## src/rtl/fifo_rd_stream.sv

```systemverilog
// Read-side drain stage for the async FIFO: issues reads, absorbs the 1-cycle
// read latency and presents words on a valid/ready stream via a 2-entry buffer.
module fifo_rd_stream #(
    parameter int unsigned DSIZE = 8,
    parameter int unsigned CNT_W = 16
) (
    input  logic             rclk,
    input  logic             rst,
    input  logic             en,
    input  logic             flush,
    input  logic             fifo_empty,
    input  logic [DSIZE-1:0] fifo_rdata,
    output logic             fifo_rreq,
    output logic             out_valid,
    output logic [DSIZE-1:0] out_data,
    input  logic             out_ready,
    output logic [CNT_W-1:0] out_count,
    output logic             busy
);

    typedef enum logic [1:0] {
        IDLE  = 2'd0,
        RUN   = 2'd1,
        FLUSH = 2'd2
    } state_t;

    state_t           state_q;
    state_t           state_d;
    logic [DSIZE-1:0] mem_q [2];
    logic             head_q;
    logic             tail_q;
    logic [1:0]       occ_q;
    logic             inflight_q;
    logic [CNT_W-1:0] count_q;

    logic [1:0]       owned_c;
    logic             push_c;
    logic             pop_c;

    // Words owned = buffered + in flight; capped at 2 so a capture always finds a free slot.
    assign owned_c   = occ_q + 2'(inflight_q);
    assign fifo_rreq = (state_q == RUN) & ~fifo_empty & (owned_c < 2'd2);

    assign out_valid = (occ_q != 2'd0);
    assign out_data  = mem_q[head_q];
    assign out_count = count_q;
    assign busy      = out_valid | inflight_q;

    assign pop_c  = out_valid & out_ready;
    assign push_c = inflight_q & ~flush & (state_q != FLUSH);

    // Next-state logic; flush wins over en in every state.
    always_comb begin
        state_d = state_q;
        if (flush) begin
            state_d = FLUSH;
        end else begin
            case (state_q)
                IDLE:    state_d = en ? RUN : IDLE;
                RUN:     state_d = en ? RUN : IDLE;
                FLUSH:   state_d = en ? RUN : IDLE;
                default: state_d = IDLE;
            endcase
        end
    end

    always_ff @(posedge rclk) begin
        if (rst) begin
            state_q <= IDLE;
        end else begin
            state_q <= state_d;
        end
    end

    // Output buffer, in-flight tracking and delivered-word counter.
    always_ff @(posedge rclk) begin
        if (rst) begin
            mem_q[0]   <= '0;
            mem_q[1]   <= '0;
            head_q     <= 1'b0;
            tail_q     <= 1'b0;
            occ_q      <= 2'd0;
            inflight_q <= 1'b0;
            count_q    <= '0;
        end else begin
            inflight_q <= fifo_rreq;
            if (pop_c) begin
                count_q <= count_q + CNT_W'(1);
            end
            if (flush) begin
                head_q <= 1'b0;
                tail_q <= 1'b0;
                occ_q  <= 2'd0;
            end else begin
                if (push_c) begin
                    mem_q[tail_q] <= fifo_rdata;
                    tail_q        <= ~tail_q;
                end
                if (pop_c) begin
                    head_q <= ~head_q;
                end
                occ_q <= occ_q + 2'(push_c) - 2'(pop_c);
            end
        end
    end

endmodule

```

## config.mk

```make
export PLATFORM = sky130hd
export DESIGN_NAME = fifo_rd_stream
export DESIGN_NICKNAME = d
export VERILOG_FILES = /design/src/rtl/fifo_rd_stream.sv
export SDC_FILE = /design/constraint.sdc
export NUM_CORES = 1
export LEC_CHECK = 0
export CAP_MARGIN = 20
export CORE_MARGIN = 1
export CORE_UTILIZATION = 25
export CTS_BUF_LIST = sky130_fd_sc_hd__clkbuf_2 sky130_fd_sc_hd__clkbuf_4 sky130_fd_sc_hd__clkbuf_8
export CTS_CLUSTER_SIZE = 25
export DETAILED_ROUTE_END_ITERATION = 8
export SLEW_MARGIN = 20
export SYNTH_ARGS = -nofsm -noshare
export SYNTH_HDL_FRONTEND = slang
export SYNTH_SLANG_ARGS = --single-unit
export TNS_END_PERCENT = 5
```

## constraint.sdc

```tcl
create_clock -name rclk -period 2.4 [get_ports rclk]
set_clock_uncertainty 0.1 [all_clocks]
set_input_delay 0.48 -clock rclk [delete_from_list [all_inputs] [get_ports rclk]]
set_output_delay 0.48 -clock rclk [all_outputs]
set_load 0.03 [all_outputs]
```

---- Word level (Yosys, flattened, before mapping) ----
Memories as Yosys holds them, arrays and structs flattened. A register that Yosys moved wholly into a read port is not among the register bits.
Cells that the tools add are included.
storage, ports and cells
  memories kept ........................... 1
  register bits ........................... 23
  RAM bits ................................ 16
  output and inout bits ................... 27
  input bits .............................. 14
  word-level logic and storage cells ...... 47
operators by class
  mux-type cells .......................... 14
  $lt $le $gt $ge ......................... 1
  add/sub/neg operators ................... 4
  bitwise gates (word level) .............. 11
  reductions and logical operators ........ 6
  equal/unequal tests ..................... 3
memory list
  name   depth  bits a word  rd ports  clocked after Yosys merged registers in  wr ports  RTL line  source
  mem_q  2      8            1         1                                        2         29        logic [DSIZE-1:0] mem_q [2];
operators with widths
  operator                                            count
  adder 16 x 1 -> 16 bit (second input constant)      1
  two-way mux 1 bit                                   12
  two-way mux 8 bit                                   1
  OR reduction 8 bit                                  1
  OR reduction 3 bit                                  2
  AND 1 bit                                           5
  NOT 1 bit                                           5
  adder 2 x 1 -> 2 bit                                2
  == test 2 x 1 -> 1 bit (second input constant)      1
  == test 2 bit (second input constant)               1
  logical NOT 2 bit                                   1
  less-than comparator 2 bit (second input constant)  1
  two-way mux 2 bit                                   1
  != test 2 bit (second input constant)               1
  nonzero test 2 bit                                  1
  OR reduction 2 bit                                  1
  subtractor 2 x 1 -> 2 bit                           1
  OR 1 bit                                            1

---- Logic depth before layout (Yosys ltp) ----
  word-level depth ........................ 9
  gate-level depth with buffers ........... 8
  gate-level depth less buffers ........... 7

---- Least setup slack after synthesis ----
No wires, ideal clock.
  kind .................................... flip-flop to output port
  start ................................... register occ_q[0]
  end ..................................... output port fifo_rreq
  data required time ...................... 1820 ps
  arrival ................................. 1660 ps
  cell stages (with the launch flop) ...... 4
  path buffers ............................ 0
  setup slack ............................. 160 ps
  cells stage by stage .................... dfxtp_1 nand2_1 xnor2_1 nor4b_1
on the way
  cells in the longest elaborated chain, start to end .. 3
ends and longest elaborated chain
  item                        RTL line  source
  from (decl)                 32        logic [1:0] occ_q;
  from (signal assigned)      102       occ_q <= occ_q + 2'(push_c) - 2'(pop_c);
  adder 2 x 1 -> 2 bit        41        assign owned_c = occ_q + 2'(inflight_q);
  less-than comparator 2 bit  42        assign fifo_rreq = (state_q == RUN) & ~fifo_empty & (owned_c < 2'd2);
  AND 1 bit                   42
  to (decl)                   13        output logic fifo_rreq,
Every way passes these cells.

==> summary.md <==
| Metric | Value |
|---|---|
| Status | finished clean |
| Die height | 85.8 µm |
| Slew headroom | 0.659 |
| Pre-CTS setup slack | 0.0555 ns |
| Area growth, synth to finish | 36.7% |
| Leak Pwr | 0.855 nW |
| Slowest-stage cell, CP | clkdlybuf4s50_1 |
| Num rows | 30 |
| Core ar. | 6790 µm² |
| Final worst slack | 0.127 ns |
| Setup violators final | 0 |
| Vias in the first global route | 1,217 |
| Post-DR vias/cell | 4.24 |
| Vias | 1,328 |
| Synth Area in Compound Gates | 0.0420 |
| Final hold vios | 0 |
| H-tree levels | 2 |
| Worst Path Required | 1.82 ns |
| Gpl congestion | 0.709 |
| Largest net degree at the start of global routing | 20 |
| Commonest non-fill, non-tap cell in the layout | clkdlybuf4s50_1 |
| WHS Endpoint | out_count[1] |
| Worst Max-Slew Pin Slew | 0.510 ns |
| Leading area contributor after synthesis | dfxtp_1 |
| Cts-stage hold buffer count | 0 |
| Post-Synth Adder-Cell Area | 0.0142 |
| Reg2Reg Setup Slack | 0.43 ns |
| Syn_nets | 183 |
| RSZ-0062 raised after global routing | false |
| Netlist Area Pre-Place | 1760 µm² |
| Insertion delay to the later sink of the worst-skew pair | 0.29 ns |
| Worst R2R Path Depth | 5 |
| Fin Setup TNS | 0 ns |
| CTS Buf Count | 5 |
| Reg2reg end | out_count[12] |
| Crit-path cells | mux2_2 > clkdlybuf4s50_1 |
| Fmax | 0.440 GHz |
| Min Tclk post-route | 2.27 ns |
| Initial antenna violation count | 0 |
| Buffer count from post-CTS setup fixing | 0 |
| Fin crit share | 0.947 |
| Kind of critical path | flop to output pin |
| Top-level port count | 41 |
| Most frequent cells in the layout | 39 x clkdlybuf4s50_1, 23 x dfxtp_1, 17 x and2_1 |
| WL final | 3590 µm |
| Yosys warns | 0 |
| Min-Delay Path Depth | 2 |
| CTS-repair resized insts | 1 |
| Post-synthesis mux area share | 0.0705 |
| Post-Synth XOR/XNOR Area | 0.0648 |
| Clock sink count | 40 |
| Hold Startpoint | out_count[1] |
| Layout cells sized above 1 | 0.152 |
| Initial Utilization | 0.259 |
| Nets | 232 |
| Largest family of logic cells by synthesized area | simple AND/OR/NAND/NOR gates |
| Worst-path maximum fanout | 8 |
| Cells after Synth | 167 |
| # DRC | 0 |
| Initial DRC Count | 31 |
| Max Cap Viol | 0 |
| Share of the synthesized area in the top cell type | 0.274 |
| Die Wd | 85.8 µm |
| CTS tree | yes |
| Synth Area per Inst | 10.5 µm² |
| DP Wirelength | 2490 µm |
| Worst setup EP type | output pin |
| Clock root cell | clkbuf_8 |
| Peak VDD IR | 0.208 mV |
| Reg2reg start | out_count[0] |
| Routed wire per std cell | 11.5 µm |
| Startpoint types | flop |
| HP Class | flop to flop |
| GRT Util Overall | 0.103 |
| ANT cells | 0 |
| DRT Pass-1 Iters | 4 |
| Sequential area share after synthesis | 0.547 |
| CTS max path bufs | 2 |
| Antenna Nets Post-Route | 0 |
| # port buffers | 40 |
| DIE AREA | 7370 µm² |
| Global-route wire length before repair | 5800 µm |
| Reg clk slew, reported paths | 0.08 ns |
| Fraction of the mapped netlist area in simple logic gates | 0.236 |
| Synth area leaders | dfxtp_1 27%, edfxtp_1 27%, mux2_2 7.1% |
| FF+latch count, synth | 40 |
| Global route total overflow | 0 |
| CP peak stage delay | 0.59 ns |
| Distinct cells, synth | 29 |
| Worst EP arrival | 1.69 ns |
| Pwr Density | 518 nW/µm² |
| Max Transition Viols Final | 0 |
==> metal layers <==
metal	track usage	share of wire
met5	0	0
met4	0.0455	0.016
met1	0.130	0.46
met3	0.0318	0.054
met2	0.164	0.46
==> where the power goes <==
group / total (W) / switching [W] / leakage [nW] / internal, W
clock: 0.000440 / 0.000238 / 0.0479 / 0.000203
combinational: 0.0000824 / 0.0000401 / 0.450 / 0.0000423
sequential: 0.000720 / 0.00000380 / 0.357 / 0.000716
total: 0.00124 / 0.000282 / 0.855 / 0.000961
==> metrics by stage <==
step | hold slack, ns | power [W] | utilization | cells | area [µm²]
2_1_floorplan | 0.402 | 0.000772 | - | 167 | 1760
3_3_place_gp | 0.397 | 0.000819 | 0.340 | 305 | 2310
3_5_place_dp | 0.409 | 0.000819 | 0.340 | 305 | 2310
4_1_cts | 0.424 | 0.00127 | 0.353 | 313 | 2400
5_1_grt | 0.454 | 0.00129 | 0.353 | 313 | 2400
6_report | 0.418 | 0.00124 | 0.353 | 313 | 2400
==> logic make-up (layout without fill, tap and decap cells) <==
logic type                 count (synthesis)  after routing
muxes                                     11             11
AOI/OAI and AO/OA                         13             13
buffers and inverters                     12             62
and+or+nand+nor                           76             76
xor gates and xnor gates                  13             13
adders and majority gates                  2              2
DFF                                       40             40
==> critical path, delay by kind of cell, from the launching register on <==
kind / cells / cell delay [ns]
flip-flops: 1 / 0.44
buffers and inverters: 1 / 0.59
multiplexers: 1 / 0.37
==> final cells by class <==
cell class | count | area, µm²
Clock buffer | 5 | 68.8
Clock inverter | 3 | 18.8
Fill cell | 702 | 4390
Inverter | 6 | 22.5
Multi-Input combinational cell | 115 | 751
Sequential cell | 40 | 962
Tap cell | 96 | 120
Timing Repair Buffer | 48 | 458
==> how the worst max path moves through the flow <==
stage	slack, ns	to	start	cells past startpoint
after CTS	0.1	out_data[3]	flop	2
final	0.13	out_data[3]	flop	2
after global placement	0.08	occ_q[1]	flush	8
after global routing	0.07	out_data[3]	flop	2
after floorplan	0.16	fifo_rreq	occ_q[0]	3
after detailed placement	0.06	occ_q[1]	flush	8
==> synthesized netlist by cell type <==
master / number
ha_1: 2
o21ai_2: 1
nor2b_1: 4
nand3_1: 7
a21oi_1: 5
nor3b_1: 1
inv_1: 6
xnor2_1: 11
dfxtp_1: 24
and2_1: 17
and3_1: 4
a21o_1: 1
or3_1: 6
xor2_1: 2
o21ai_0: 5
o21a_1: 1
nor4b_1: 1
nor2_1: 15
or4_4: 1
or2_2: 2
mux2_2: 11
clkbuf_1: 5
nor4_1: 1
nand2b_1: 1
edfxtp_1: 16
nand2_1: 6
buf_1: 1
nand4_1: 3
nor3_1: 7
==> sequential cells by signal, indices dropped and copies added (netlist names), named ones only <==
name	count
head_q	1
inflight_q	1
mem_q	16
occ_q	2
out_count	16
state_q	2
tail_q	1
Note: power is estimated with default switching activity, not from simulation.
